### config.mk
export PLATFORM = sky130hd
export DESIGN_NAME = eyeriss_pe_dispatch_scheduler
export DESIGN_NICKNAME = d
export VERILOG_FILES = /design/src/rtl/eyeriss_pe_dispatch_scheduler.sv
export SDC_FILE = /design/constraint.sdc
export NUM_CORES = 1
export LEC_CHECK = 0
export ABC_AREA = 1
export CORE_MARGIN = 8
export CORE_UTILIZATION = 30
export CTS_CLUSTER_SIZE = 24
export DETAILED_ROUTE_END_ITERATION = 7
export PLACE_DENSITY = 0.62
export SETUP_SLACK_MARGIN = 0.2
export SYNTH_ARGS = -nofsm -noshare
export SYNTH_HDL_FRONTEND = slang
export SYNTH_SLANG_ARGS = --single-unit
### constraint.sdc
create_clock -name CLK -period 4.1 [get_ports CLK]
set_input_delay 0.82 -clock CLK [delete_from_list [all_inputs] [get_ports CLK]]
set_output_delay 0.82 -clock CLK [all_outputs]
set_load 0.05 [all_outputs]
### src/rtl/eyeriss_pe_dispatch_scheduler.sv
// Purpose: per-pass scheduler between the GLB and a row of PEs. It broadcasts the config word, arbitrates filter/ifmap/psum onto the ID-tagged bus, then runs the PE stall/ready handshake.
// Latency: a grant in cycle k puts getdata_*/data_out/id_out on the bus in cycle k+1. conf_o is registered at the end of CONF.
// Backpressure: a stream is acked only in LOAD, while its valid is high and its count is below target. Each cycle grants at most one word, chosen round-robin.
//
// Ports:
//   CLK, Rst                 rising-edge clock, synchronous active-high reset
//   start, cfg_*             pass request; the config word and word counts are latched when start is accepted in IDLE
//   {fil,map,psum}_valid/_data/_id/_ack   GLB request streams; a word transfers when valid and ack are both high
//   pe_ready                 ready outputs of the PEs
//   data_out, id_out, getdata_*           registered PE write bus
//   conf_o                   registered PE config word, with the enable bit forced high for the whole pass
//   stall, busy, done        PE stall, pass-in-progress flag, one-cycle pass-complete pulse
module eyeriss_pe_dispatch_scheduler #(
    parameter int NUM_PE = 4,
    parameter int DATA_W = 16,
    parameter int ID_W   = 8
) (
    input  logic              CLK,
    input  logic              Rst,
    input  logic              start,
    input  logic [25:0]       cfg_conf,
    input  logic [7:0]        cfg_fil_words,
    input  logic [7:0]        cfg_map_words,
    input  logic [7:0]        cfg_psum_words,
    input  logic              fil_valid,
    input  logic              map_valid,
    input  logic              psum_valid,
    input  logic [DATA_W-1:0] fil_data,
    input  logic [DATA_W-1:0] map_data,
    input  logic [DATA_W-1:0] psum_data,
    input  logic [ID_W-1:0]   fil_id,
    input  logic [ID_W-1:0]   map_id,
    input  logic [ID_W-1:0]   psum_id,
    output logic              fil_ack,
    output logic              map_ack,
    output logic              psum_ack,
    input  logic [NUM_PE-1:0] pe_ready,
    output logic [DATA_W-1:0] data_out,
    output logic [ID_W-1:0]   id_out,
    output logic              getdata_fil,
    output logic              getdata_map,
    output logic              getdata_psum,
    output logic [25:0]       conf_o,
    output logic              stall,
    output logic              busy,
    output logic              done
);

    typedef enum logic [2:0] {
        S_IDLE, S_CONF, S_LOAD, S_FLUSH, S_RUN_BUSY, S_RUN_DRAIN, S_DONE
    } state_t;

    state_t               state_q, state_d;
    logic [25:0]          cfg_q, cfg_d;
    logic [2:0][7:0]      tgt_q, tgt_d;
    logic [2:0][7:0]      cnt_q, cnt_d;
    logic [1:0]           ptr_q, ptr_d;        // stream index searched first: 0 fil, 1 map, 2 psum
    logic [DATA_W-1:0]    data_out_q, data_out_d;
    logic [ID_W-1:0]      id_out_q, id_out_d;
    logic [2:0]           getdata_q, getdata_d;
    logic [25:0]          conf_o_q, conf_o_d;

    logic [2:0]           elig;
    logic [2:0]           grant;
    logic [1:0]           gsel;
    logic                 hit;
    logic [2:0]           rr_idx;
    logic                 all_done;
    logic [DATA_W-1:0]    sel_data;
    logic [ID_W-1:0]      sel_id;

    // A stream is eligible while it has words left to send in this pass.
    assign elig[0] = (state_q == S_LOAD) && fil_valid  && (cnt_q[0] < tgt_q[0]);
    assign elig[1] = (state_q == S_LOAD) && map_valid  && (cnt_q[1] < tgt_q[1]);
    assign elig[2] = (state_q == S_LOAD) && psum_valid && (cnt_q[2] < tgt_q[2]);

    // Round-robin search, starting at ptr_q and wrapping modulo 3.
    always_comb begin
        grant  = 3'b000;
        gsel   = 2'd0;
        hit    = 1'b0;
        rr_idx = 3'd0;
        for (int k = 0; k < 3; k++) begin
            rr_idx = {1'b0, ptr_q} + 3'(k);
            if (rr_idx >= 3'd3) begin
                rr_idx = rr_idx - 3'd3;
            end
            if (!hit && elig[rr_idx[1:0]]) begin
                hit  = 1'b1;
                gsel = rr_idx[1:0];
            end
        end
        if (hit) begin
            grant[gsel] = 1'b1;
        end
    end

    always_comb begin
        sel_data = fil_data;
        sel_id   = fil_id;
        case (gsel)
            2'd1:    begin sel_data = map_data;  sel_id = map_id;  end
            2'd2:    begin sel_data = psum_data; sel_id = psum_id; end
            default: begin sel_data = fil_data;  sel_id = fil_id;  end
        endcase
    end

    always_comb begin
        state_d    = state_q;
        cfg_d      = cfg_q;
        tgt_d      = tgt_q;
        ptr_d      = ptr_q;
        data_out_d = data_out_q;
        id_out_d   = id_out_q;
        getdata_d  = 3'b000;
        conf_o_d   = conf_o_q;
        for (int i = 0; i < 3; i++) begin
            cnt_d[i] = cnt_q[i] + {7'd0, grant[i]};
        end

        if (hit) begin
            getdata_d  = grant;
            data_out_d = sel_data;
            id_out_d   = sel_id;
            ptr_d      = (gsel == 2'd2) ? 2'd0 : gsel + 2'd1;
        end

        // Completion includes the grant made in this cycle.
        all_done = (cnt_d[0] == tgt_q[0]) && (cnt_d[1] == tgt_q[1]) && (cnt_d[2] == tgt_q[2]);

        case (state_q)
            S_IDLE: begin
                conf_o_d = 26'd0;
                if (start) begin
                    state_d = S_CONF;
                    cfg_d   = cfg_conf;
                    tgt_d   = {cfg_psum_words, cfg_map_words, cfg_fil_words};
                    cnt_d   = '0;
                    ptr_d   = 2'd0;
                end
            end
            S_CONF: begin
                // Force the PE enable bit high for the duration of the pass.
                conf_o_d = cfg_q | 26'h200_0000;
                state_d  = S_LOAD;
            end
            S_LOAD:      if (all_done)   state_d = S_FLUSH;
            S_FLUSH:     state_d = S_RUN_BUSY;
            S_RUN_BUSY:  if (!(&pe_ready)) state_d = S_RUN_DRAIN;
            S_RUN_DRAIN: if (&pe_ready)    state_d = S_DONE;
            S_DONE: begin
                // Clear conf_o on the way out so it is 0 for the whole time in IDLE.
                conf_o_d = 26'd0;
                state_d  = S_IDLE;
            end
            default: state_d = S_IDLE;
        endcase
    end

    always_ff @(posedge CLK) begin
        if (Rst) begin
            state_q    <= S_IDLE;
            cfg_q      <= '0;
            tgt_q      <= '0;
            cnt_q      <= '0;
            ptr_q      <= 2'd0;
            data_out_q <= '0;
            id_out_q   <= '0;
            getdata_q  <= 3'b000;
            conf_o_q   <= '0;
        end else begin
            state_q    <= state_d;
            cfg_q      <= cfg_d;
            tgt_q      <= tgt_d;
            cnt_q      <= cnt_d;
            ptr_q      <= ptr_d;
            data_out_q <= data_out_d;
            id_out_q   <= id_out_d;
            getdata_q  <= getdata_d;
            conf_o_q   <= conf_o_d;
        end
    end

    assign fil_ack      = grant[0];
    assign map_ack      = grant[1];
    assign psum_ack     = grant[2];
    assign data_out     = data_out_q;
    assign id_out       = id_out_q;
    assign getdata_fil  = getdata_q[0];
    assign getdata_map  = getdata_q[1];
    assign getdata_psum = getdata_q[2];
    assign conf_o       = conf_o_q;
    assign stall        = !((state_q == S_RUN_BUSY) || (state_q == S_RUN_DRAIN));
    assign busy         = (state_q != S_IDLE);
    assign done         = (state_q == S_DONE);

endmodule
; Yosys cells after proc, flatten, opt, wreduce, memory -nomap -nowiden
; Index checks and enable logic that the tools add are counted.
[op_classes]
n_bitwise = 1
order_cmp = 11
eq_ne = 15
n_reduce_logical = 23
n_addsub = 9
n_mux = 32
[ops]
columns = cell, count
row1 = case mux 26 bit (2 select lines), 1
row2 = two-way mux 24 bit, 2
row3 = case mux 16 bit (2 select lines), 1
row4 = adder 8 x 1 -> 8 bit, 3
row5 = equality test 8 bit, 3
row6 = less-than comparator 8 bit, 3
row7 = two-way mux 2 bit, 10
row8 = case mux 3 bit (6 select lines), 1
row9 = case mux 8 bit (2 select lines), 1
row10 = two-way mux 3 bit, 5
row11 = less-than comparator 2 x 3 -> 1 bit (second input constant), 4
row12 = logical AND 1 bit, 11
row13 = equality test 3 bit (second input constant), 3
row14 = inequality test 2 bit (second input constant), 4
row15 = AND reduction 4 bit, 2
row16 = two-way mux 1 bit, 7
row17 = binary-select mux 1 bit (select 2 bit), 3
row18 = equality test 3 x 2 -> 1 bit (second input constant), 2
row19 = >= comparator 3 x 2 -> 1 bit (second input constant), 2
row20 = subtractor 2 bit (second input constant), 3
row21 = OR reduction 2 bit, 2
row22 = adder 2 x 1 -> 3 bit (second input constant), 1
row23 = adder 2 x 2 -> 3 bit (second input constant), 1
row24 = equality test 3 x 1 -> 1 bit (second input constant), 1
row25 = other kinds (13), 15
[word_totals]
out_inout_bits = 59
elab_cells = 104
input_bits = 132
reg_bits = 131

; Depth between registers and ports, before layout
; Gate-level depths: netlist of run 1.
[logic_depth]
ltp_word = 23
ltp_mapped = 35
mapped_depth_nobuf = 33

; Least setup slack after synthesis of run 1
; OpenSTA, ideal clock, no wires.
[synth_path]
path_type = input port to flip-flop
startpoint = in map_valid
endpoint = reg state_q[0]
t_required_ns = 4.030
stages = 30
path_buffers = 2
arrival_ns = 4.196
slack_ns = -0.166
setup_time_ns = 0.070
cell_sequence = inv_1 nor2_1 nand4_1 nor2_2 nand2_1 nand2_1 nand2_1 nand2_2 nand2_4 nand3_1 nand2_1 nor2_1 ha_1 clkbuf_1 clkbuf_1 nand2_1 inv_1 ha_1 ha_1 nand3_1 nand2_1 nand2_1 xor2_1 nor2_1 nand2_1 nor2_1 nand3_1 nand2_1 nand2_1 a21oi_1
[synth_via]
elab_chain_len = 22
word_cells_on_any_way = 34
cone_classes = 3 x add/sub / 2 x order compare / 4 x eq/ne / 15 x mux / 10 x reduce/logical
[synth_rtl]
columns = element, line
row1 = start: declaration, 26  ; input logic map_valid,
row2 = logical AND 1 bit (*) (2 in a row), 74  ; assign elig[1] = (state_q == S_LOAD) && map_valid && (cnt_q[1] < tgt_q[1]);
row3 = binary-select mux 1 bit (select 2 bit), 88  ; if (!hit && elig[rr_idx[1:0]]) begin
row4 = two-way mux 1 bit (not written as such), 88
row5 = two-way mux 1 bit, 88
row6 = zero test 1 bit, 88
row7 = logical AND 1 bit, 88
row8 = two-way mux 1 bit, 88
row9 = zero test 1 bit, 88
row10 = [... 5 more ...], n/a
row11 = demux 1 bit (select 2 bit), 94  ; grant[gsel] = 1'b1;
row12 = two-way mux 3 bit (*), 93  ; if (hit) begin
row13 = via map_ack, 35  ; output logic map_ack,
row14 = adder 8 x 1 -> 8 bit (*), 118  ; cnt_d[i] = cnt_q[i] + {7'd0, grant[i]};
row15 = equality test 8 bit (*), 129  ; all_done = (cnt_d[0] == tgt_q[0]) && (cnt_d[1] == tgt_q[1]) && (cnt_d[2] == tgt_q[2]);
row16 = logical AND 1 bit (*) (2 in a row), 129
row17 = inequality test 2 bit (no source line) (*), n/a
row18 = AND reduction 4 bit (no source line) (*), n/a
row19 = end signal: assignment, 172  ; state_q <= state_d;
row20 = end: declaration, 53  ; state_t state_q, state_d;
; The timed path passes the listed nets; every way through them passes the cells marked *. The select of a mux whose other input is x is not followed.
; A chain may end at the register's enable or synchronous reset.

; Final worst setup path of run 1
[layout_path]
startpoint = reg tgt_q[6] in the netlist's numbering
endpoint = out map_ack
[layout_via]
elab_chain_len = 16
word_cells_on_any_way = 24
cone_classes = 3 x order compare / 15 x mux / 6 x reduce/logical
[layout_rtl]
columns = element, line
row1 = start: declaration, 55  ; logic [2:0][7:0] tgt_q, tgt_d;
row2 = start signal: assignment, 174  ; tgt_q <= tgt_d;
row3 = less-than comparator 8 bit (*), 73  ; assign elig[0] = (state_q == S_LOAD) && fil_valid && (cnt_q[0] < tgt_q[0]);
row4 = logical AND 1 bit (*), 73
row5 = binary-select mux 1 bit (select 2 bit), 88
row6 = two-way mux 1 bit (not written as such), 88
row7 = two-way mux 1 bit, 88
row8 = zero test 1 bit, 88
row9 = logical AND 1 bit, 88
row10 = two-way mux 1 bit, 88
row11 = zero test 1 bit, 88
row12 = logical AND 1 bit, 88
row13 = two-way mux 2 bit, 88
row14 = less-than comparator 2 x 3 -> 1 bit (not written as such) / >= comparator 2 x 1 -> 1 bit (equally long branches), 94
row15 = logical AND 1 bit (not written as such), 94
row16 = two-way mux 1 bit (not written as such), 94
row17 = demux 1 bit (select 2 bit), 94
row18 = two-way mux 3 bit (*), 93
row19 = end: declaration, 35
; Every way passes the cells marked *; elsewhere a longest branch is shown, timed or not. The select of a mux whose other input is x is not followed.

==> results of run 1 <==
-- cells in the final DEF (no fill, tap or decap), drive strengths merged, types with 11 or more instances in the layout --
cell / netlist / routed
a21oi: 88 / 88
buf: 11 / 45
clkbuf: 32 / 17
clkdlybuf4s50: 0 / 184
dfxtp: 131 / 131
ha: 33 / 33
inv: 111 / 119
nand2: 274 / 274
nand3: 69 / 69
nand4: 18 / 18
nor2: 115 / 115
o21ai: 78 / 78
xor2: 11 / 11
-- power groups by stage --
stage	combinational, mW	sequential [mW]	clock, mW
final	5.13	1.76	1.58
after global routing	5.78	1.80	1.69
after CTS	5.08	1.76	1.63
after detailed placement	4.97	1.78	0
after global placement	4.95	1.77	0
after floorplan	3.15	2.18	0
-- state kept, by name (all words and copies together) (netlist names) --
name	flops
getdata_q	3
conf_o	26
state_q	3
tgt_q	24
ptr_q	2
data_out	16
cfg_q	25
cnt_q	24
id_out	8
-- cells in the mapped netlist, types with 3 or more instances --
cell type and n:
ha_1 33, nand2_1 268, dfxtp_1 131, a21oi_1 87, xor2_1 11, clkbuf_1 32
buf_2 4, o21ai_0 78, nor2_2 4, buf_6 4, nor2_1 110, nand2_2 4
nand3_1 68, inv_1 109, xnor2_1 3, nand4_1 18
-- what timing repair did --
action | CTS | global route
gates resized for setup | 13 | 40
setup buffers | 3 | 3
hold buffers | 0 | 0
pin swaps | 8 | 23
setup endpoints to repair | 4 | 4
-- stage by stage --
stage,area (sq um),std cells,utilization (%)
after CTS,9740,1481,44.6
final,9920,1484,45.5
after floorplan,6710,984,-
after global routing,9920,1484,45.5
after detailed placement,9070,1446,41.5
after global placement,9070,1446,41.5
-- critical path: cells and delay by family (launching register included) --
kind / cells / cell delay, ns
buf+inv: 5 / 0.51
fa+ha+maj: 2 / 0.47
flops: 1 / 0.33
simple gates: 10 / 1.16
-- layout make-up --
type                    instances  area share, %
repair buffers                231           22.8
clock inverters                15           1.87
inverters                     111           4.27
clock buffers                  17           4.29
multi-input cells             699           36.8
well taps                     280           3.53
flip-flops and latches        131           26.5
-- metal layers --
| metal | vias to the layer above | GRT usage [%] | routed length [um] |
|---|---|---|---|
| met2 | 175 | 24.0 | 8890 |
| met5 | - | 0 | 13 |
| met1 | 2935 | 15.8 | 8380 |
| met4 | 2 | 4.34 | 168 |
| li1 | 3559 | - | - |
| met3 | 13 | 7.20 | 1980 |
-- final timing paths --
kind	startpoint	end	slack, ns	cells after the start
setup reg to reg	tgt_q[6]	state_q[0]	0.53	29
setup / recovery	tgt_q[6]	map_ack	0.40	17
hold / removal	cfg_q[20]	cfg_q[20]	0.44	2
hold reg to reg	cfg_q[20]	cfg_q[20]	0.44	2
-- kinds of logic (layout without fill, tap and decap cells) --
logic type | count (synthesis) | in the layout | synth area share (%)
flops | 131 | 131 | 39.5
simple gates | 482 | 482 | 30.2
xor+xnor | 14 | 14 | 1.84
buf+inv | 154 | 374 | 9.28
compound gates | 170 | 170 | 13.0
fa+ha+maj | 33 | 33 | 6.21
==> run metrics, run 1 <==
initial core utilization=30.5%; worst path arrival time=2.88 ns; Async SR Flop Fraction=0%; GP Congestion=0.797; HP Class=reg -> reg; Comb power frac=60.5%; clock share of power=18.7%; Max-Cap Viols=0; NetSw=4.01 mW; crit path max fanout=3; final setup fails=0; Power per Cell Area=854 nW/um^2; die area=27200 sq um; post-detail-place hpwl=14400 um; Crit-path slowest cell=dfxtp_2; sequential power share=20.8%; vias=6684; Global Route Usage Sum=14.4%; Fin Hold WS=0.444 ns; Slew HR=29.6%; CTS sink count=131; RSZ-0062 raised after global routing=yes; largest net degree at the start of global routing=99; DRT Pass-1 Iters=6; Max IR drop VDD=0.000672 V; max-slew violations=0; first-pass GRT wire length=31300 um; Worst Setup End Kind=primary output; 1st-iter DRT viols=228; synth top area cells=dfxtp_1 (39%), nand2_1 (15%), a21oi_1 (6.5%); Post-synth EDFFs=0; CP startpoint kind=register; Clock Skew=0.00896 ns; number of global-route vias before repair=6605; Net Sw Frac=47.3%; layout cells sized above 1=12.2%; Max Buffers Root-to-Sink=2; IO Count=191; Die X=165 um; Buffers on Ports=189; Num CTS Buffers=17; Yosys reg bits=131; Mapped Cells=984; post-placement setup slack=-0.299 ns; leading area contributor after synthesis=dfxtp_1; leak pwr=4.05 nW; wire length per cell=13.1 um; number of library cell types mapped by synthesis=31; Filler cells=2231; Syn Nets=1149; Die Ht=165 um; status=finished, final reports clean; fmax=0.270 GHz; Setup CP Type=reg -> out; share of the synthesized area in the top cell type=39.5%; actual slew at the worst max-slew pin=1.06 ns; Final Cycle Share=90.3%; area occupied by multi-input gates=3650 sq um; CP Cell Sequence=inv_1, ha_1, nand2_1, inv_1, and3_1, nor2_2, nand3_1, nand3_1, nand2_2, nand3b_1, nor2_2, nor2_4, ha_2, nand2_4, clkinvlp_4, buf_4, buf_12; CTS clock-pin slew for the worst setup and hold paths=0.06 ns; Clk Latency, worst-skew pair=0.42 ns; final WL=19400 um; WP data required=3.28 ns; htree depth=4; internal power=4.46 mW; Min Clock Period, post-route=3.70 ns; mapped cell area=6650 sq um; # rows=54; Nets=1356; Avg Cell Area, Syn=6.76 sq um; Synth warnings=0; initial antenna violation count=1; CTS tree=built; sequential cell area=2630 sq um; Antenna Violating Nets Remaining=0; Power Total=8.47 mW; setup ws final=0.399 ns; Most used DFF post-synth=dfxtp_1; root buffer cell=clkbuf_16; core region area=21800 sq um; post-synthesis sequential area ratio=39.5%; Setup TNS=0 ns; global route overflow=0; Area Overhead vs Synth=49.3%; Final Hold Fails=0; diodes inserted=0; worst stage delay on the critical path=0.33 ns; drc violations=0; via-per-instance ratio=4.50
Power figures use the tool's default switching activity.
==> run 2, diff against run 1 <==
--- a/config.mk
+++ b/config.mk
@@ -10,7 +10,8 @@
 export CORE_UTILIZATION = 30
 export CTS_CLUSTER_SIZE = 24
 export DETAILED_ROUTE_END_ITERATION = 7
-export PLACE_DENSITY = 0.62
+export GPL_TIMING_DRIVEN = 0
+export PLACE_DENSITY = 0.6
 export SETUP_SLACK_MARGIN = 0.2
 export SYNTH_ARGS = -nofsm -noshare
 export SYNTH_HDL_FRONTEND = slang
==> constraint.sdc (replaced) <==
create_clock -name CLK -period 4.76 [get_ports CLK]
set_input_delay 0.952 -clock CLK [delete_from_list [all_inputs] [get_ports CLK]]
set_output_delay 0.952 -clock CLK [all_outputs]
set_load 0.05 [all_outputs]
==> run metrics, run 2 (same netlist as run 1, synthesis figures left out) <==
Die Ht=165 um (unchanged); leak pwr=3.91 nW (was 4.05 nW); Max Buffers Root-to-Sink=2 (unchanged); final WL=21500 um (was 19400 um); actual slew at the worst max-slew pin=0.699 ns (was 1.06 ns); Max IR drop VDD=0.000454 V (was 0.000672 V); Power per Cell Area=747 nW/um^2 (was 854 nW/um^2); Die X=165 um (unchanged); diodes inserted=0 (unchanged); first-pass GRT wire length=33400 um (was 31300 um); GP Congestion=0.871 (was 0.797); core region area=21800 sq um (unchanged); Fin Hold WS=0.445 ns (was 0.444 ns); number of global-route vias before repair=6583 (was 6605); RSZ-0062 raised after global routing=yes (unchanged); Worst Setup End Kind=primary output (unchanged); initial core utilization=30.5% (unchanged); 1st-iter DRT viols=297 (was 228); global route overflow=0 (unchanged); htree depth=4 (unchanged); family with the most delay on the worst path=simple AND/OR/NAND/NOR gates (unchanged); max-slew violations=0 (unchanged); Setup CP Type=in -> out (was reg -> out); DRT Pass-1 Iters=4 (was 6); fmax=0.227 GHz; largest net degree at the start of global routing=17 (was 99); initial antenna violation count=2 (was 1); crit path buf inv count=6 (was 5); crit path max fanout=10 (was 3); CP Cell Sequence=clkdlybuf4s50_1, inv_1, nor2_2, nand4_1, nor2_4, nand3_1, nand3_1, nand2_4, nand3b_1, nor2_1, nor2_2, ha_1, clkbuf_4, buf_8, nand2_1, inv_2, buf_8 (was inv_1, ha_1, nand2_1, inv_1, and3_1, nor2_2, nand3_1, nand3_1, nand2_2, nand3b_1, nor2_2, nor2_4, ha_2, nand2_4, clkinvlp_4, buf_4, buf_12); most frequent cells in the layout=nand2_1 (267), clkdlybuf4s50_1 (186), dfxtp_1 (131) (was nand2_1 (263), clkdlybuf4s50_1 (184), dfxtp_1 (126)); wire length per cell=14.5 um (was 13.1 um); worst stage delay on the critical path=0.46 ns (was 0.33 ns); Buffers on Ports=189 (unchanged); Cell Area, Placed=8890 sq um (was 9070 sq um); Global Route Usage Sum=15.6% (was 14.4%); Max-Cap Viols=0 (unchanged); post-placement setup slack=-0.945 ns (was -0.299 ns); finished layout cell area=9600 sq um (was 9920 sq um); Nets=1359 (was 1356); # rows=54 (unchanged); Final Cycle Share=92.6%; WP data required=3.81 ns (was 3.28 ns); CTS sink count=131 (unchanged); max FFs per register=26 (unchanged); placed insts=1453 (was 1446); layout cells sized above 1=6.46% (was 12.2%); CTS tree=built (unchanged); via-per-instance ratio=4.56 (was 4.50); CP startpoint kind=input port (was register); Min Clock Period, post-route=4.41 ns; post-detail-place hpwl=16800 um (was 14400 um); die area=27200 sq um (unchanged); commonest non-fill, non-tap cell in the layout=nand2_1 (unchanged); vias=6775 (was 6684); Layout Cells excl Fill=1487 (was 1484); HP Class=reg -> reg (unchanged); final core occ=44.0% (was 45.5%); worst path arrival time=3.45 ns (was 2.88 ns); IO Count=191 (unchanged); CTS clock-pin slew for the worst setup and hold paths=0.06 ns (about the same); Num CTS Buffers=17 (unchanged); Slew HR=53.4% (was 29.6%); Antenna Violating Nets Remaining=0 (unchanged); status=finished, final reports clean (unchanged); root buffer cell=clkbuf_16 (unchanged); cts hold-fix bufs=0 (unchanged); Clk Latency, worst-skew pair=0.43 ns (was 0.42 ns); Final Hold Fails=0 (unchanged); setup ws final=0.354 ns (was 0.399 ns); Area Overhead vs Synth=44.4% (was 49.3%); Crit-path slowest cell=clkdlybuf4s50_1 (was dfxtp_2); drc violations=0 (unchanged); Clock Skew=0.0132 ns (was 0.00896 ns); final setup fails=0 (unchanged)
## run 2: changes by cell type in the layout (fill, tap and decap cells not counted), moves of 6 or more
cell | previous run | this run
inv_1 | 100 | 107
ha_1 | 21 | 28
nor2_2 | 14 | 6
nand3_1 | 62 | 68
nor2_1 | 98 | 107
clkbuf_1 | 0 | 28
inv_2 | 9 | 3
buf_4 | 40 | 3
## run 2: cell type report
class                   count  area, sq um
plain buffers              43          234
clock buffers              17          425
clock inverters            15          144
fillers                  2238        12200
flip-flops and latches    131         2620
multi-input cells         699         3490
inverters                 111          419
repair buffers            191         1910
well taps                 280          350
## run 2: per-layer routing
| metal | GRT usage (%) | routed length [um] | up-vias |
|---|---|---|---|
| li1 | - | - | 3566 |
| met2 | 25.0 | 9520 | 194 |
| met5 | 0 | 13 | - |
| met1 | 19.0 | 9880 | 2999 |
| met3 | 6.80 | 1950 | 14 |
| met4 | 3.36 | 155 | 2 |
## run 2: path summary, 6_finish.rpt
kind         startpoint          to  slack, ns  depth (start not counted)
max           fil_valid    psum_ack       0.35                         17
min reg2reg   cfg_q[10]   cfg_q[10]       0.44                          2
min           cfg_q[10]   cfg_q[10]       0.44                          2
max reg2reg   tgt_q[15]  state_q[0]       0.70                         26
## run 2: worst min-delay path: cells and delay by family, from the launching register on
kind                   cells  cell delay [ns]
buffers and inverters      1             0.05
AOI/OAI and AO/OA          1             0.05
DFF                        1             0.31
## run 2: timing repair
item	CTS	global route
resized for setup	28	26
setup buffers	0	2
cloned	0	0
pin swaps	1	4
hold endpoints to repair	0	0
endpoints found under the setup margin	4	4
## run 2: report_power, final
group	internal (mW)	switching, mW	total (mW)
combinational	1.55	2.84	4.38
sequential	1.38	0.135	1.51
clock	0.731	0.545	1.28
## run 2: stage by stage
| step | TNS, ns | power, mW |
|---|---|---|
| 3_3_place_gp | -3.63 | 5.79 |
| 6_report | 0 | 7.17 |
| 5_1_grt | 0 | 7.81 |
| 4_1_cts | 0 | 7.14 |
| 2_1_floorplan | 0 | 4.53 |
| 3_5_place_dp | -3.52 | 5.80 |
